--- config.mk ---
export PLATFORM = sky130hd
export DESIGN_NAME = omok_turn_sequencer_flat
export DESIGN_NICKNAME = d
export VERILOG_FILES = /design/src/rtl/omok_turn_sequencer_if.sv /design/src/rtl/omok_turn_sequencer.sv /design/src/flat_wrapper.sv
export SDC_FILE = /design/constraint.sdc
export NUM_CORES = 1
export LEC_CHECK = 0
export CORE_MARGIN = 10
export CORE_UTILIZATION = 30
export DETAILED_ROUTE_END_ITERATION = 8
export GPL_TIMING_DRIVEN = 0
export SLEW_MARGIN = 20
export SYNTH_ARGS = -nofsm -noshare
export SYNTH_HDL_FRONTEND = slang
export SYNTH_SLANG_ARGS = --single-unit
--- constraint.sdc ---
create_clock -name clk -period 16.03 [get_ports clk]
set_input_delay 4.809 -clock clk [delete_from_list [all_inputs] [get_ports clk]]
set_output_delay 4.809 -clock clk [all_outputs]
set_load 0.02 [all_outputs]
--- src/rtl/omok_turn_sequencer_if.sv ---
// Board-side bus of the omok turn sequencer: player pulses in, board writes and game status out.
// The sequencer drives the slave modport; the cursor/button logic and board memory sit on the master side.
interface omok_turn_sequencer_if #(
  parameter int BOARD_DIM = 10
);
  localparam int CELLS = BOARD_DIM * BOARD_DIM;

  // put/undo are single-cycle pulses with no ready: they take effect only if
  // sampled while busy=0, otherwise they are dropped (never queued).
  logic                   put;
  logic                   undo;
  logic [7:0]             cur_pos;
  logic [2*CELLS-1:0]     board_state;
  logic                   wr_en;
  logic [7:0]             wr_pos;
  logic [1:0]             wr_val;
  logic                   clr_board;
  logic                   turn;
  logic                   busy;
  logic                   reject;
  logic                   game_over;
  logic [1:0]             winner;

  modport slave (
    input  put, undo, cur_pos, board_state,
    output wr_en, wr_pos, wr_val, clr_board, turn, busy, reject, game_over, winner
  );

  modport master (
    output put, undo, cur_pos, board_state,
    input  wr_en, wr_pos, wr_val, clr_board, turn, busy, reject, game_over, winner
  );
endinterface

--- src/rtl/omok_turn_sequencer.sv ---
// Omok game-flow controller: places/undoes stones, scans for five-in-a-row over several
// cycles, and clears the board after a win or a full-board draw.
module omok_turn_sequencer #(
  parameter int BOARD_DIM  = 10,
  parameter int HIST_DEPTH = 16,
  parameter int OVER_HOLD  = 255
) (
  input  logic                  clk,
  input  logic                  rst,
  omok_turn_sequencer_if.slave  bus,
  output logic [2:0]            o_dbg_state
);
  localparam int CELLS = BOARD_DIM * BOARD_DIM;
  localparam int HW    = $clog2(HIST_DEPTH);
  localparam int MW    = $clog2(CELLS + 1);
  localparam int OW    = $clog2(OVER_HOLD + 1);
  localparam logic [7:0]        DIM8  = 8'(BOARD_DIM);
  localparam logic [7:0]        CELL8 = 8'(CELLS);
  localparam logic signed [9:0] DIMS  = 10'(BOARD_DIM);

  typedef enum logic [2:0] {
    S_IDLE, S_PLACE, S_CHECK, S_UNDO, S_OVER, S_CLEAR
  } state_t;

  state_t         r_state;
  logic           r_wr_en, r_clr, r_turn, r_busy, r_reject, r_go;
  logic [7:0]     r_wr_pos;
  logic [1:0]     r_wr_val, r_winner, r_color;
  logic [7:0]     r_hist [HIST_DEPTH];
  logic [HW-1:0]  r_hptr;
  logic [HW:0]    r_hcnt;
  logic [MW-1:0]  r_mcnt;
  logic [7:0]     r_row, r_col, r_pr, r_pc;
  logic [1:0]     r_dir;
  logic           r_back;
  logic [2:0]     r_cnt;
  logic [OW-1:0]  r_hold;

  logic signed [9:0] w_dr, w_dc, w_nr, w_nc;
  logic              w_inb, w_step_ok, w_in_range;
  logic [7:0]        w_nidx, w_cidx, w_crow, w_ccol;
  logic [1:0]        w_ncell, w_ccell;
  logic [HW-1:0]     w_hprev, w_hnext;

  // Probe step: bounds are tested on row/column before the cell index is formed,
  // so a step off the right edge never aliases onto the next row.
  always_comb begin
    w_dr = '0;
    w_dc = '0;
    case (r_dir)
      2'd0: w_dc = 10'sd1;
      2'd1: w_dr = 10'sd1;
      2'd2: begin w_dr = 10'sd1; w_dc = 10'sd1; end
      default: begin w_dr = 10'sd1; w_dc = -10'sd1; end
    endcase
    if (r_back) begin
      w_dr = -w_dr;
      w_dc = -w_dc;
    end
    w_nr      = $signed({2'b00, r_pr}) + w_dr;
    w_nc      = $signed({2'b00, r_pc}) + w_dc;
    w_inb     = (w_nr >= 0) && (w_nr < DIMS) && (w_nc >= 0) && (w_nc < DIMS);
    w_nidx    = w_inb ? 8'(w_nr[7:0] * DIM8 + w_nc[7:0]) : 8'd0;
    w_ncell   = bus.board_state[2*w_nidx +: 2];
    w_step_ok = w_inb && (w_ncell == r_color);

    w_in_range = bus.cur_pos < CELL8;
    w_cidx     = w_in_range ? bus.cur_pos : 8'd0;
    w_ccell    = bus.board_state[2*w_cidx +: 2];
    w_crow     = w_cidx / DIM8;
    w_ccol     = w_cidx % DIM8;

    w_hprev = (r_hptr == '0) ? HW'(HIST_DEPTH - 1) : r_hptr - 1'b1;
    w_hnext = (r_hptr == HW'(HIST_DEPTH - 1)) ? '0 : r_hptr + 1'b1;
  end

  always_ff @(posedge clk) begin
    if (rst) begin
      r_state  <= S_IDLE;
      r_wr_en  <= 1'b0;
      r_wr_pos <= '0;
      r_wr_val <= '0;
      r_clr    <= 1'b0;
      r_turn   <= 1'b0;
      r_busy   <= 1'b0;
      r_reject <= 1'b0;
      r_go     <= 1'b0;
      r_winner <= '0;
      r_color  <= '0;
      r_hptr   <= '0;
      r_hcnt   <= '0;
      r_mcnt   <= '0;
      r_row    <= '0;
      r_col    <= '0;
      r_pr     <= '0;
      r_pc     <= '0;
      r_dir    <= '0;
      r_back   <= 1'b0;
      r_cnt    <= '0;
      r_hold   <= '0;
    end else begin
      r_wr_en  <= 1'b0;
      r_clr    <= 1'b0;
      r_reject <= 1'b0;
      case (r_state)
        S_IDLE: begin
          if (bus.undo) begin
            if (r_hcnt != '0) begin
              r_wr_en  <= 1'b1;
              r_wr_pos <= r_hist[w_hprev];
              r_wr_val <= 2'b00;
              r_busy   <= 1'b1;
              r_state  <= S_UNDO;
            end
          end else if (bus.put) begin
            if (w_in_range && (w_ccell == 2'b00)) begin
              r_wr_en  <= 1'b1;
              r_wr_pos <= bus.cur_pos;
              r_wr_val <= r_turn ? 2'b10 : 2'b11;
              r_color  <= r_turn ? 2'b10 : 2'b11;
              r_row    <= w_crow;
              r_col    <= w_ccol;
              r_busy   <= 1'b1;
              r_state  <= S_PLACE;
            end else begin
              r_reject <= 1'b1;
            end
          end
        end
        S_PLACE: begin
          r_hist[r_hptr] <= r_wr_pos;
          r_hptr <= w_hnext;
          if (r_hcnt != (HW+1)'(HIST_DEPTH)) r_hcnt <= r_hcnt + 1'b1;
          r_mcnt  <= r_mcnt + 1'b1;
          r_dir   <= 2'd0;
          r_back  <= 1'b0;
          r_cnt   <= 3'd1;
          r_pr    <= r_row;
          r_pc    <= r_col;
          r_state <= S_CHECK;
        end
        S_CHECK: begin
          if (w_step_ok) begin
            if (r_cnt == 3'd4) begin
              r_go     <= 1'b1;
              r_winner <= r_color;
              r_hold   <= '0;
              r_state  <= S_OVER;
            end else begin
              r_cnt <= r_cnt + 3'd1;
              r_pr  <= w_nr[7:0];
              r_pc  <= w_nc[7:0];
            end
          end else begin
            // Run ended: restart from the placed cell, backward half or next direction.
            r_pr <= r_row;
            r_pc <= r_col;
            if (!r_back) begin
              r_back <= 1'b1;
            end else if (r_dir != 2'd3) begin
              r_back <= 1'b0;
              r_dir  <= r_dir + 2'd1;
              r_cnt  <= 3'd1;
            end else if (r_mcnt == MW'(CELLS)) begin
              r_go     <= 1'b1;
              r_winner <= 2'b00;
              r_hold   <= '0;
              r_state  <= S_OVER;
            end else begin
              r_turn  <= ~r_turn;
              r_busy  <= 1'b0;
              r_state <= S_IDLE;
            end
          end
        end
        S_UNDO: begin
          r_hptr  <= w_hprev;
          r_hcnt  <= r_hcnt - 1'b1;
          r_mcnt  <= r_mcnt - 1'b1;
          r_turn  <= ~r_turn;
          r_busy  <= 1'b0;
          r_state <= S_IDLE;
        end
        S_OVER: begin
          if (r_hold == OW'(OVER_HOLD - 1)) begin
            r_go     <= 1'b0;
            r_winner <= 2'b00;
            r_clr    <= 1'b1;
            r_state  <= S_CLEAR;
          end else begin
            r_hold <= r_hold + 1'b1;
          end
        end
        S_CLEAR: begin
          r_hptr  <= '0;
          r_hcnt  <= '0;
          r_mcnt  <= '0;
          r_turn  <= 1'b0;
          r_busy  <= 1'b0;
          r_state <= S_IDLE;
        end
        default: r_state <= S_IDLE;
      endcase
    end
  end

  assign bus.wr_en     = r_wr_en;
  assign bus.wr_pos    = r_wr_pos;
  assign bus.wr_val    = r_wr_val;
  assign bus.clr_board = r_clr;
  assign bus.turn      = r_turn;
  assign bus.busy      = r_busy;
  assign bus.reject    = r_reject;
  assign bus.game_over = r_go;
  assign bus.winner    = r_winner;
  assign o_dbg_state   = r_state;
endmodule
--- src/flat_wrapper.sv ---
// flat-port wrapper written by rule: the top's interface ports become plain ports
module omok_turn_sequencer_flat 
#(
  parameter int BOARD_DIM  = 10,
  parameter int HIST_DEPTH = 16,
  parameter int OVER_HOLD  = 255
)
  (clk, rst, o_dbg_state, bus_put, bus_undo, bus_cur_pos, bus_board_state, bus_wr_en, bus_wr_pos, bus_wr_val, bus_clr_board, bus_turn, bus_busy, bus_reject, bus_game_over, bus_winner);
  omok_turn_sequencer_if #(.BOARD_DIM(BOARD_DIM)) bus_i ();
  input  logic clk;
  input  logic rst;
  output logic [2:0] o_dbg_state;
  input wire logic [$bits(bus_i.put)-1:0] bus_put;
  input wire logic [$bits(bus_i.undo)-1:0] bus_undo;
  input wire logic [$bits(bus_i.cur_pos)-1:0] bus_cur_pos;
  input wire logic [$bits(bus_i.board_state)-1:0] bus_board_state;
  output wire logic [$bits(bus_i.wr_en)-1:0] bus_wr_en;
  output wire logic [$bits(bus_i.wr_pos)-1:0] bus_wr_pos;
  output wire logic [$bits(bus_i.wr_val)-1:0] bus_wr_val;
  output wire logic [$bits(bus_i.clr_board)-1:0] bus_clr_board;
  output wire logic [$bits(bus_i.turn)-1:0] bus_turn;
  output wire logic [$bits(bus_i.busy)-1:0] bus_busy;
  output wire logic [$bits(bus_i.reject)-1:0] bus_reject;
  output wire logic [$bits(bus_i.game_over)-1:0] bus_game_over;
  output wire logic [$bits(bus_i.winner)-1:0] bus_winner;
  assign bus_i.put = bus_put;
  assign bus_i.undo = bus_undo;
  assign bus_i.cur_pos = bus_cur_pos;
  assign bus_i.board_state = bus_board_state;
  assign bus_wr_en = bus_i.wr_en;
  assign bus_wr_pos = bus_i.wr_pos;
  assign bus_wr_val = bus_i.wr_val;
  assign bus_clr_board = bus_i.clr_board;
  assign bus_turn = bus_i.turn;
  assign bus_busy = bus_i.busy;
  assign bus_reject = bus_i.reject;
  assign bus_game_over = bus_i.game_over;
  assign bus_winner = bus_i.winner;
  omok_turn_sequencer #(.BOARD_DIM(BOARD_DIM), .HIST_DEPTH(HIST_DEPTH), .OVER_HOLD(OVER_HOLD)) u_core (.clk(clk), .rst(rst), .bus(bus_i), .o_dbg_state(o_dbg_state));
endmodule
# After elaboration in Yosys (flattened, before gate mapping)
# Memories as Yosys holds them, arrays and structs flattened.
# Index checks and enable logic that the tools add are counted.
[totals]
reg_bits = 85
mem_bits_rw = 128
in_bits = 212
out_inout_bits = 21
elab_cells = 213
mem_count = 1
[mem_list]
columns = ["name", "depth", "width", "rd", "rd_clocked_by_memory_dff", "write_ports", "line", "rtl"]
rows = [
  ["u_core.r_hist", 16, 8, 1, 0, 1, "omok_turn_sequencer.sv:29", "logic [7:0] r_hist [HIST_DEPTH];"],
]
[classes]
add_sub_neg = 14
mul = 1
n_div = 2
magnitude_cmp = 5
eq_ne = 32
shifts = 2
n_mux = 95
bitwise = 5
n_reduce_logical = 34
[op_table]
columns = ["cell", "count"]
rows = [
  ["200-bit by 10-bit indexed part select with 2-bit output", 2],
  ["8-bit two-way mux", 16],
  ["8-bit case mux with 2 select lines", 3],
  ["3-bit two-way mux", 14],
  ["1-bit two-way mux", 32],
  ["2-bit two-way mux", 13],
  ["7-bit case mux with 3 select lines", 1],
  ["9-bit by 10-bit adder with 10-bit output", 2],
  ["10-bit by 1-bit greater-or-equal comparator with 1-bit output (second input constant)", 2],
  ["10-bit by 5-bit less-than comparator with 1-bit output (second input constant)", 2],
  ["10-bit two-way mux", 2],
  ["10-bit case mux with 2 select lines", 1],
  ["4-bit AND reduction", 4],
  ["5-bit case mux with 3 select lines", 1],
  ["3-bit case mux with 4 select lines", 1],
  ["4-bit case mux with 3 select lines", 1],
  ["6-bit AND reduction", 2],
  ["2-bit by 1-bit inequality test with 1-bit output (second input constant)", 5],
  ["2-bit inequality test (second input constant)", 5],
  ["1-bit negator with 10-bit output", 1],
  ["10-bit negator", 1],
  ["3-bit == test (second input constant)", 3],
  ["3-bit by 1-bit inequality test with 1-bit output (second input constant)", 3],
  ["3-bit by 2-bit inequality test with 1-bit output (second input constant)", 3],
  ["44 further kinds", 70],
]

# Longest topological paths before layout
[logic_depth]
depth_word = 15
mapped_depth = 28
mapped_depth_nobuf = 26

# Worst setup path after synthesis
# Ideal clock, no wire load.
[synth_timing]
kind = "input port to flip-flop"
from = "input bus_cur_pos[2]"
to = "register u_core.r_col[2]"
setup_time_ps = 128
t_arrival_ps = 7970
required_time_ps = 15902
setup_slack_ps = 7933
path_stages = 15
path_buffers = 1
path_cell_list = "o311a_1 -> nor2_1 -> nand2_1 -> xnor2_1 -> inv_1 -> ha_1 -> a32oi_1 -> mux2i_1 -> o21bai_1 -> and4_1 -> clkbuf_1 -> mux2i_1 -> nor2_1 -> a21oi_1 -> nor2_1"
[synth_between]
elab_chain_len = 6
elab_cells_between_ends = 7
cone_classes = "1 x div; 1 x order compare; 1 x shift; 1 x mux; 3 x reduce/logical"
[synth_rtl]
columns = ["element", "line", "rtl"]
rows = [
  ["start, declared", "flat_wrapper.sv:15", "input wire logic [$bits(bus_i.cur_pos)-1:0] bus_cur_pos;"],
  ["branches (longest 6 deep; another with 8-bit by 7-bit less-than comparator with 1-bit output)", "n/a", ""],
  ["end signal, assigned", "omok_turn_sequencer.sv:122", "r_col <= w_ccol;"],
  ["end, declared", "omok_turn_sequencer.sv:33", "logic [7:0] r_row, r_col, r_pr, r_pc;"],
]
# Several ways; the timed one is not identified.
# A chain may end at the register's enable or synchronous reset.

# Worst setup path after layout
[layout_timing]
from = "input bus_cur_pos[2]"
to = "register u_core.r_color[0]"
[layout_between]
elab_chain_len = 6
[layout_rtl]
columns = ["element", "line", "rtl"]
rows = [
  ["8-bit by 7-bit less-than comparator with 1-bit output", "omok_turn_sequencer.sv:67", "w_in_range = bus.cur_pos < CELL8;"],
  ["8-bit two-way mux", "omok_turn_sequencer.sv:68", "w_cidx = w_in_range ? bus.cur_pos : 8'd0;"],
  ["200-bit by 10-bit indexed part select with 2-bit output", "omok_turn_sequencer.sv:69", "w_ccell = bus.board_state[2*w_cidx +: 2];"],
  ["2-bit logical NOT", "omok_turn_sequencer.sv:116", "if (w_in_range && (w_ccell == 2'b00)) begin"],
  ["1-bit logical AND *", "omok_turn_sequencer.sv:116", ""],
  ["4-bit AND reduction (no source line) *", "n/a", ""],
  ["end signal, assigned", "omok_turn_sequencer.sv:120", "r_color <= r_turn ? 2'b10 : 2'b11;"],
  ["end, declared", "omok_turn_sequencer.sv:28", "logic [1:0] r_wr_val, r_winner, r_color;"],
]
# Mark *: on every way between the ends. The rest lies on a longest branch, timed or not.

==> metrics.md <==
| Metric | Value |
|---|---|
| DRT Wirelength | `59,120 µm` |
| Drt first pass iters | `6` |
| Worst setup path startpoint | `bus_cur_pos[2]` |
| CP Class | `input pin to flop` |
| Root buffer cell | `clkbuf_16` |
| Power share of the sequential group | `approximately 40%` |
| Tot GR Track Use | `between 10% and 20%` |
| Initial antenna violation count | `9` |
| Setup violations, final | `0` |
| Comb power frac | `roughly 25%` |
| Avg Vias per Cell | `around 5.6` |
| Worst VDD drop | `between 0.00008 and 0.00009 V` |
| Seq/Total Area, Yosys | `a little over a third` |
| Final core occ | `a little under two fifths` |
| Die area | `between 0.05 and 0.06 mm²` |
| Via count | `between 10,000 and 15,000` |
| Setup tns final | `0 ns` |
| EDFF count, synth | `roughly 130` |
| Arrival @ worst endpoint | `10.80 ns` |
| Num CTS Buffers | `22` |
| Clock power share | `about a third` |
| PD cells | `roughly 75 mW/mm²` |
| Status | `completed` |
| Hold_buf cts | `0` |
| RSZ-0062 raised after global routing | `no` |
| Starting Density | `30.17%` |
| Worst Setup Start Kind | `input pin` |
| Final hold viol count | `0` |
| Dpl hpwl | `about 46,000 µm` |
| Post-Syn Area | `0.01505 mm²` |
| Final period utilization | `between 60% and 70%` |
| Post-CTS sizing | `0` |
| Psw | `between 0.4 and 0.5 mW` |
| Register area | `roughly 0.0055 mm²` |
| Hold crit path type | `flop to flop` |
| Clk Latency, worst-skew pair | `between 0.5 and 0.6 ns` |
| # DRC | `0` |
| Post-synth ARST share | `0%` |
| Clock buffer depth | `3` |
| TritonCTS clock tree | `done` |
| Largest net degree at the start of global routing | `19` |
| FMAX | `between 90 and 100 MHz` |
| Routed WL per cell | `23.76 µm` |
| Worst path required time | `between 15 and 20 ns` |
| Worst-path clk slew | `~0.06 ns` |
| GRT overflow | `0` |
| Leak | `6.964 nW` |
| # port buffers | `between 200 and 250` |
| Syn Inst Count | `~1,500` |
| Max-cap check violation count | `0` |
| Initial drt markers | `around 1,400` |
| Rows | `~80` |
| Clk sink count | `210` |
| Synthesis-to-finish area growth | `25.51%` |
| Fin. max-slew vios | `0` |
| First-pass GRT wire length | `88,910 µm` |
| # IOs | `~230` |
| Reg-to-Reg Start | `u_core.r_dir[0]` |
| Worst Skew | `0.01040 ns` |
| Routed Antenna Nets | `0` |
| Htree depth | `1` |
| Commonest non-fill, non-tap cell in the layout | `clkdlybuf4s50_1` |
| Multi-input logic area | `between 0.008 and 0.009 mm²` |
| Layout cells sized above 1 | `10.77%` |
| Worst-margin pin slew | `about 0.97 ns` |
| CP Max Fanout | `10` |
| Most frequent cells in the layout | `227 x clkdlybuf4s50_1, 201 x nand2_1, 128 x edfxtp_1` |
| Relative slew margins | `between 30% and 40%` |
| Filler cell count | `between 5,000 and 6,000` |
| Net count after synthesis | `about 1,800` |
| Final min period | `roughly 10 ns` |
| Setup bufs post-CTS | `0` |
| Crit path capture type | `flop` |
| Core area | `0.04986 mm²` |
| Syn. warnings | `0` |
| Die Y | `~240 µm` |
| Final GP Congestion | `around 1` |
| Vias in the first global route | `14,066` |
| Primary FF master, synth | `edfxtp_1` |
| Synth unique cells | `97` |
| Synth Register Bits | `210` |
| Nets@finish | `a little over 2,000` |
| Die Wd | `between 200 and 250 µm` |
| Net Sw Frac | `between 20% and 30%` |
| Pint | `~1.0 mW` |
| Average size of a mapped cell | `roughly 9.7 µm²` |
| HP Start | `u_core.bus.winner[1]` |
[state kept, by name (all words and copies together), names as in the netlist, 4 cells and up]
name,cells
u_core.r_hist,128
u_core.bus.wr_pos,8
u_core.r_col,8
u_core.r_hold,8
u_core.r_pc,8
u_core.r_pr,8
u_core.r_mcnt,7
u_core.r_hcnt,5
u_core.r_row,5
u_core.r_hptr,4
[critical path, stage by stage]
cell and delay, ns:
clkdlybuf4s50_1 0.58, nor2b_1 0.15, and2_1 0.32, inv_1 0.10, clkbuf_1 0.36, nor2_1 0.43
buf_2 0.33, buf_1 0.50, nand3_1 0.16, o2111a_1 0.18, o311ai_0 0.47, a21oi_1 0.26
o41ai_1 0.83, nand3_1 0.45, clkbuf_1 0.40, nor2_1 0.27, a21oi_1 0.06, nor2_1 0.09
[cells in the mapped netlist, drive strengths merged (19+ instances only)]
cell / n / share of area (%)
o21ai: 54 / 1.9
edfxtp: 128 / 26
inv: 56 / 1.4
a21oi: 95 / 3.2
nor2: 124 / 3.1
a211oi: 31 / 1.6
xnor2: 22 / 1.3
clkbuf: 52 / 1.3
nor3: 34 / 1.2
mux2i: 68 / 4.6
mux4: 73 / 11
nor2b: 19 / 0.79
dfxtp: 82 / 11
ha: 55 / 4.6
buf: 49 / 1.7
or3: 21 / 0.87
a31oi: 31 / 1.3
nand2: 202 / 5.1
nand3: 52 / 1.8
[routing by layer]
metal  GRT usage, %  up-vias  routed length (µm)
met1          24.70     6831               24670
met5              0        -                  30
li1               -     6387                   -
met4          6.338        6                1877
met3          2.812      108                4645
met2          31.68      725               27900
[power by group through the flow]
stage          logic (mW)  clock network, mW  registers, mW
4_1_cts             0.339              0.497          0.581
5_1_grt             0.367              0.518          0.581
6_report            0.347              0.486          0.581
3_5_place_dp        0.337                  0          0.592
3_3_place_gp        0.337                  0          0.592
2_1_floorplan       0.195                  0          0.591
[path summary, 6_finish.rpt]
path	to	slack, ns	cells past startpoint
worst min register to register	u_core.bus.winner[1]	0.45	2
worst min-delay path	u_core.bus.winner[1]	0.45	2
worst max register to register	u_core.bus.turn	8.82	25
worst max-delay path	u_core.r_color[0]	5.67	18
[stage by stage]
step	hold WS (ns)	instance area, µm²	total power, mW	instances	worst slack [ns]
3_3_place_gp	0.4464	18160	0.9294	2443	5.270
4_1_cts	0.4575	18870	1.417	2482	5.809
6_report	0.4527	18880	1.414	2488	5.670
2_1_floorplan	0.4321	15050	0.7867	1544	7.933
5_1_grt	0.4843	18880	1.467	2487	5.372
3_5_place_dp	0.4488	18180	0.9292	2443	5.280
[logic make-up (layout without fill, tap and decap cells)]
kind of cell	Yosys count	count (layout)	synth area share (%)
xor gates and xnor gates	36	36	2.187
muxes	159	159	16.91
AOI/OAI and AO/OA	380	380	17.71
and+or+nand+nor	539	539	16.88
other	0	6	0
buffers and inverters	159	425	4.482
DFF	210	210	36.46
adders and majority gates	61	61	5.372
[layout make-up]
| cell class | instances | share of cell area, % |
|---|---|---|
| buffer | 101 | 2.418 |
| tap | 672 | 4.452 |
| antenna | 6 | 0.07951 |
| clock buffer | 25 | 3.028 |
| clock inverter | 14 | 0.6294 |
| multi-input combinational | 1175 | 47.16 |
| sequential | 210 | 29.05 |
| inverter | 58 | 1.153 |
| timing repair buffer | 227 | 12.03 |
No activity file was read; power rests on OpenSTA's default activity.
